### config.mk
export PLATFORM = sky130hd
export DESIGN_NAME = traffic_phase_timer
export DESIGN_NICKNAME = d
export VERILOG_FILES = /design/src/rtl/traffic_pkg.sv /design/src/rtl/tick_prescaler.sv /design/src/rtl/traffic_phase_timer.sv
export SDC_FILE = /design/constraint.sdc
export NUM_CORES = 1
export LEC_CHECK = 0
export ABC_AREA = 0
export CAP_MARGIN = 10
export CORE_AREA = 2 2 49 51
export DETAILED_ROUTE_END_ITERATION = 8
export DIE_AREA = 0 0 51 53
export PLACE_DENSITY = 0.67
export SLEW_MARGIN = 5
export SYNTH_ARGS = -nofsm -noshare
export SYNTH_HDL_FRONTEND = slang
export SYNTH_HIERARCHICAL = 1
export SYNTH_SLANG_ARGS = --single-unit
### constraint.sdc
create_clock -name clk -period 5.1 [get_ports clk]
set_clock_uncertainty 0.2 [all_clocks]
set_input_delay 1.02 -clock clk [delete_from_list [all_inputs] [get_ports clk]]
set_output_delay 1.02 -clock clk [all_outputs]
set_load 0.05 [all_outputs]
### src/rtl/traffic_pkg.sv
`default_nettype none
// ============================================================================
// Module      : traffic_pkg
// Description : Light codes, timer state encoding and phase decode shared
//               with the traffic light sequencer.
// Revision    : 1.0 - initial release
// ============================================================================
package traffic_pkg;

    localparam logic [2:0] RED    = 3'b100;
    localparam logic [2:0] GREEN  = 3'b010;
    localparam logic [2:0] YELLOW = 3'b001;

    typedef enum logic [1:0] {
        IDLE = 2'd0,
        RUN  = 2'd1,
        WAIT = 2'd2
    } state_t;

    typedef enum logic [1:0] {
        PH_RED    = 2'd0,
        PH_GREEN  = 2'd1,
        PH_YELLOW = 2'd2
    } phase_t;

    // Anything that is not a clean green or yellow code is treated as red.
    function automatic phase_t decode_phase(input logic [2:0] code);
        case (code)
            GREEN:   return PH_GREEN;
            YELLOW:  return PH_YELLOW;
            default: return PH_RED;
        endcase
    endfunction

endpackage
`default_nettype wire

### src/rtl/tick_prescaler.sv
`default_nettype none
// ============================================================================
// Module      : tick_prescaler
// Description : Free-running divider producing a one-cycle tick every
//               TICK_DIV clocks; clr restarts the count from zero.
// Revision    : 1.0 - initial release
// ============================================================================
module tick_prescaler #(
    parameter int TICK_DIV = 10
) (
    input  logic clk,
    input  logic rst,
    input  logic clr,
    output logic tick
);

    localparam int            CW   = (TICK_DIV > 2) ? $clog2(TICK_DIV) : 1;
    localparam logic [CW-1:0] LAST = CW'(TICK_DIV - 1);
    localparam logic [CW-1:0] ONE  = CW'(1);

    logic [CW-1:0] count_q;
    logic [CW-1:0] count_d;

    assign tick = (count_q == LAST);

    always_comb begin
        count_d = count_q + ONE;
        if (clr || tick) begin
            count_d = '0;
        end
    end

    always_ff @(posedge clk) begin
        if (rst) begin
            count_q <= '0;
        end else begin
            count_q <= count_d;
        end
    end

endmodule
`default_nettype wire

### src/rtl/traffic_phase_timer.sv
`default_nettype none
// ============================================================================
// Module      : traffic_phase_timer
// Description : Times each light phase and strobes advance on expiry.
//               Optional pedestrian cut of green: TRAFFIC_PED_REQ_EN.
// Revision    : 1.0 - initial release
// ============================================================================
module traffic_phase_timer #(
    parameter int TICK_DIV     = 10,
    parameter int CNT_W        = 8,
    parameter int RED_TICKS    = 30,
    parameter int GREEN_TICKS  = 25,
    parameter int YELLOW_TICKS = 5,
    parameter int GREEN_MIN    = 5
) (
    input  logic             clk,
    input  logic             rst,
    input  logic [2:0]       light,
    input  logic             ped_req,
    output logic             advance,
    output logic             ped_ack,
    output logic [CNT_W-1:0] remaining
);

    import traffic_pkg::*;

    localparam longint        MAX_DUR  = (64'd1 << CNT_W) - 64'd1;
    localparam logic [CNT_W-1:0] RED_D    = CNT_W'(RED_TICKS);
    localparam logic [CNT_W-1:0] GREEN_D  = CNT_W'(GREEN_TICKS);
    localparam logic [CNT_W-1:0] YELLOW_D = CNT_W'(YELLOW_TICKS);
    localparam logic [CNT_W-1:0] ONE      = CNT_W'(1);

    if (TICK_DIV < 2) begin : g_chk_div
        $error("TICK_DIV must be at least 2");
    end
    if (RED_TICKS < 1 || RED_TICKS > MAX_DUR) begin : g_chk_red
        $error("RED_TICKS out of range for CNT_W");
    end
    if (GREEN_TICKS < 1 || GREEN_TICKS > MAX_DUR) begin : g_chk_green
        $error("GREEN_TICKS out of range for CNT_W");
    end
    if (YELLOW_TICKS < 1 || YELLOW_TICKS > MAX_DUR) begin : g_chk_yellow
        $error("YELLOW_TICKS out of range for CNT_W");
    end
    if (GREEN_MIN > GREEN_TICKS) begin : g_chk_gmin
        $error("GREEN_MIN must not exceed GREEN_TICKS");
    end

    logic [2:0]       light_q;
    state_t           state_q,   state_d;
    logic [CNT_W-1:0] cnt_q,     cnt_d;
    logic             advance_q, advance_d;
    logic             change;
    logic             tick;
    phase_t           phase;
    logic [CNT_W-1:0] dur;
    logic [CNT_W-1:0] cnt_dec;

    assign change = (light != light_q);
    assign phase  = decode_phase(light);

    tick_prescaler #(
        .TICK_DIV (TICK_DIV)
    ) u_prescaler (
        .clk  (clk),
        .rst  (rst),
        .clr  (change),
        .tick (tick)
    );

`ifdef TRAFFIC_PED_REQ_EN
    localparam logic [CNT_W-1:0] GMIN_D = CNT_W'(GREEN_MIN);
    logic pending_q, pending_d;
    logic ack_q,     ack_d;
`else
    logic unused_ped_req;
    assign unused_ped_req = ped_req;
`endif

    always_comb begin
        state_d   = state_q;
        cnt_d     = cnt_q;
        advance_d = 1'b0;
        cnt_dec   = cnt_q - ONE;
        case (phase)
            PH_GREEN:  dur = GREEN_D;
            PH_YELLOW: dur = YELLOW_D;
            default:   dur = RED_D;
        endcase
`ifdef TRAFFIC_PED_REQ_EN
        ack_d     = 1'b0;
        pending_d = pending_q;
        if (ped_req && (phase != PH_RED)) begin
            pending_d = 1'b1;
        end
`endif
        // A phase change always wins over a same-cycle tick.
        if (change) begin
            cnt_d   = dur;
            state_d = RUN;
`ifdef TRAFFIC_PED_REQ_EN
            if ((phase == PH_RED) && pending_q) begin
                ack_d     = 1'b1;
                pending_d = 1'b0;
            end
`endif
        end else if (tick) begin
            case (state_q)
                RUN: begin
                    if (cnt_q == ONE) begin
                        advance_d = 1'b1;
                        cnt_d     = '0;
                        state_d   = WAIT;
                    end else begin
                        cnt_d = cnt_dec;
                    end
`ifdef TRAFFIC_PED_REQ_EN
                    if ((phase == PH_GREEN) && pending_q
                        && ((GREEN_D - cnt_dec) >= GMIN_D)) begin
                        advance_d = 1'b1;
                        cnt_d     = '0;
                        state_d   = WAIT;
                    end
`endif
                end
                WAIT:    advance_d = 1'b1;
                default: ;
            endcase
        end
    end

    always_ff @(posedge clk) begin
        if (rst) begin
            light_q   <= 3'b000;
            state_q   <= IDLE;
            cnt_q     <= '0;
            advance_q <= 1'b0;
        end else begin
            light_q   <= light;
            state_q   <= state_d;
            cnt_q     <= cnt_d;
            advance_q <= advance_d;
        end
    end

`ifdef TRAFFIC_PED_REQ_EN
    always_ff @(posedge clk) begin
        if (rst) begin
            pending_q <= 1'b0;
            ack_q     <= 1'b0;
        end else begin
            pending_q <= pending_d;
            ack_q     <= ack_d;
        end
    end
    assign ped_ack = ack_q;
`else
    assign ped_ack = 1'b0;
`endif

    assign advance   = advance_q;
    assign remaining = cnt_q;

endmodule
`default_nettype wire

==> impl_metrics.yaml <==
critical_path:
  reg2regPathDepth: 6
  worstSetupStartpointType: "register"
  critical-path-top-delay-family: "buffers and inverters"
  slowest_stage: "clkdlybuf4s50_1"
  r2r_start: "u_prescaler/count_q[0]"
  cp.required_ns: 3.88
  rr_endpoint: "remaining[7]"
  worstSetupEndpointType: "output pin"
  arrival_ns: 1.62
  slowest_delay_ns: 0.85
  worstPathCellList: "clkdlybuf4s50_1"
  cp_num_buf_inv: 1
  critPathMaxFanout: 5
  rrSetupSlack_ns: 3.13
  path_class: "reg -> out"
sta:
  worst_hold_slack_ns: 0.278
  fmax_mhz: 352
  fin_setup_tns_ns: 0
  rsz0062_at_grt: "no"
  setup_viol: 0
  period_needed_ns: 2.84
  finalHoldViolCount: 0
  drv_slew: 0
  finalWorstSetupSlack_ns: 2.26
  final.period_utilization_pct: 55.7
grt:
  grt_pass1_wl_mm: 2.87
  grt_max_degree: 14
  antenna_found_initial: 0
  grt_pass1_vias: 649
  grt_usage_pct: 14.5
  overflow: 0
route:
  drt_pass1_iterations: 4
  wl_mm: 1.69
  via_count: 768
  drt_iter0_drc: 18
  ant_nets: 0
  vias_per_cell: 5.33
  drt-wirelength-per-cell_um: 11.7
  drc: 0
hold_path:
  hold_path_class: "reg -> reg"
  min_path_cells: 1
  min-delay-start: "u_prescaler/count_q[0]"
  min_to: "u_prescaler/count_q[0]"
clock_tree:
  post_cts_resized: 0
  post_cts_buffers: 0
  numCtsBuffers: 3
  clkSinkCount: 18
  hold_buffers: 0
  worstSkewPairLatency_ns: 0.30
  clockBufferDepth: 2
  root_buffer: "clkbuf_4"
  cts_tree: "built"
  clkTransAtPathRegs_ns: 0.11
  h-tree-depth: 1
power:
  switchingPower_mw: 0.0846
  intPower_mw: 0.211
  p_leak_nw: 0.413
  power_frac_comb_pct: 17.7
  p_per_area_mw_per_mm2: 263
  p_clk_share_pct: 30.2
  switching_share_pct: 28.6
  seqPwrFrac_pct: 52.1
  vdd_drop_max_mv: 0.166
placed_design:
  dpl.cell_count: 140
  place.gp.congestion: 0.749
  pre_cts_slack_ns: 2.12
  hpwl_mm: 1.22
  place.port_buffers: 13
floorplanning:
  core_region_area_mm2: 0.00215
  die_h_um: 53
  start_util_pct: 43.6
  die-area_mm2: 0.00270
  rows: 17
  fp.dieW_um: 51
  io_pins: 16
yosys:
  synth.net_count: 116
  synth_cell_type_count: 37
  seq_area_frac_synth_pct: 38.5
  synth-seq-cells: 18
  syn_avg_cell_area_um2: 9.19
  synth_top_area_share_pct: 38.5
  synth_cells: 102
  synth_largest_area_cell: "dfxtp_1"
  yosys_warnings: 6
  syn-cell-area_um2: 937
  ys_top_cells_by_area: "dfxtp_1 38%, ha_1 11%, nor2_1 4.8%, xnor2_1 3.7%, a211oi_1 3.2%"
cells_and_area:
  drive_gt1_share_pct: 10.3
  areaGrowthSynthToFinish_pct: 19.8
  insertedDiodeCount: 0
  final_cells: 144
  nets: 131
  final_common_cell: "dfxtp_1"
  mostFrequentLayoutCells: "18 x dfxtp_1, 13 x clkdlybuf4s50_1, 12 x nor2_1"
  fin_util_pct: 52.2
run:
  maxCapViolations: 0
outcome:
  status: "complete, no violations"
registers in the layout, summed over array words and instances (netlist names):
register,count
state_q,2
advance,1
remaining,8
light_q,3
u_prescaler/count_q,4
stage by stage:
step	instance area, µm²	power (mW)
floorplan	937	0.194
global placement	1090	0.208
detailed placement	1090	0.209
CTS	1120	0.299
global route	1120	0.310
finish	1120	0.296
worst reg2reg max path: cells and delay by family, from the launching register on:
kind / cells / cell delay [ns]
compound gates: 2 / 0.45
simple gates: 3 / 0.69
flops: 1 / 0.39
fa+ha+maj: 1 / 0.15
layer usage:
layer | global-route usage [%] | vias to the layer above | part of all wire (%)
met5 | 0 | - | 0
met4 | 10.4 | 0 | 2.5
met3 | 2.82 | 4 | 3.2
met2 | 22.1 | 16 | 46
met1 | 18.3 | 364 | 49
li1 | - | 384 | -
area by class of cell:
class                           instances  area [µm²]
Fill cell                             205        1030
Timing Repair Buffer                   13         130
Sequential cell                        18         360
Tap cell                               28        35.0
Inverter                                7        26.3
Multi-Input combinational cell         74         534
Clock buffer                            4        36.3
worst max path at each step:
stage	slack [ns]	startpoint	to	depth (start not counted)
floorplan	2.90	light[2]	u_prescaler/count_q[2]	5
finish	2.26	remaining[5]	remaining[5]	1
global route	2.19	remaining[5]	remaining[5]	1
detailed placement	2.12	light[2]	remaining[5]	5
global placement	2.13	light[2]	remaining[5]	5
CTS	2.24	remaining[5]	remaining[5]	1
cells by family (layout without fill, tap and decap cells):
| kind of cell | count (synthesis) | after routing | share of synthesized area, % |
|---|---|---|---|
| AO/OA/AOI/OAI | 19 | 19 | 14.6 |
| XOR/XNOR | 6 | 6 | 5.61 |
| adder cells (fa/ha/maj) | 8 | 8 | 10.7 |
| flip-flops | 18 | 18 | 38.5 |
| AND/OR/NAND/NOR | 40 | 40 | 25.8 |
| buffers and inverters | 10 | 24 | 4.54 |
| other | 1 | 1 | 0.400 |
cell usage after synthesis:
cell type and n:
xor2_1 2, nor3_1 2, o31a_1 1, o21ba_2 1
or3_1 2, nor4_4 1, nand2_1 6, xnor2_1 4
a311oi_1 2, clkbuf_1 1, nand3_1 3, nor2_1 12
o21a_1 2, nand3_2 1, and4bb_2 1, nor4b_1 1
or3_4 1, inv_1 7, buf_2 1, and3b_1 1
nor2b_1 3, conb_1 1, nand3b_1 1, and3_2 1
a21boi_1 1, or2_2 1, ha_1 8, and4_2 1
o41ai_1 1, o21ai_0 1, a21oi_1 5, buf_4 1
and2_1 1, a211oi_1 4, nor3b_1 1, a211o_1 1
dfxtp_1 18
power by group through the flow:
stage	sequential, mW	clock, mW	combinational [mW]
after CTS	0.154	0.0921	0.0525
after global placement	0.157	0	0.0516
after global routing	0.155	0.0982	0.0570
final	0.154	0.0894	0.0523
after floorplan	0.169	0	0.0251
after detailed placement	0.157	0	0.0522
Power figures use the tool's default switching activity.
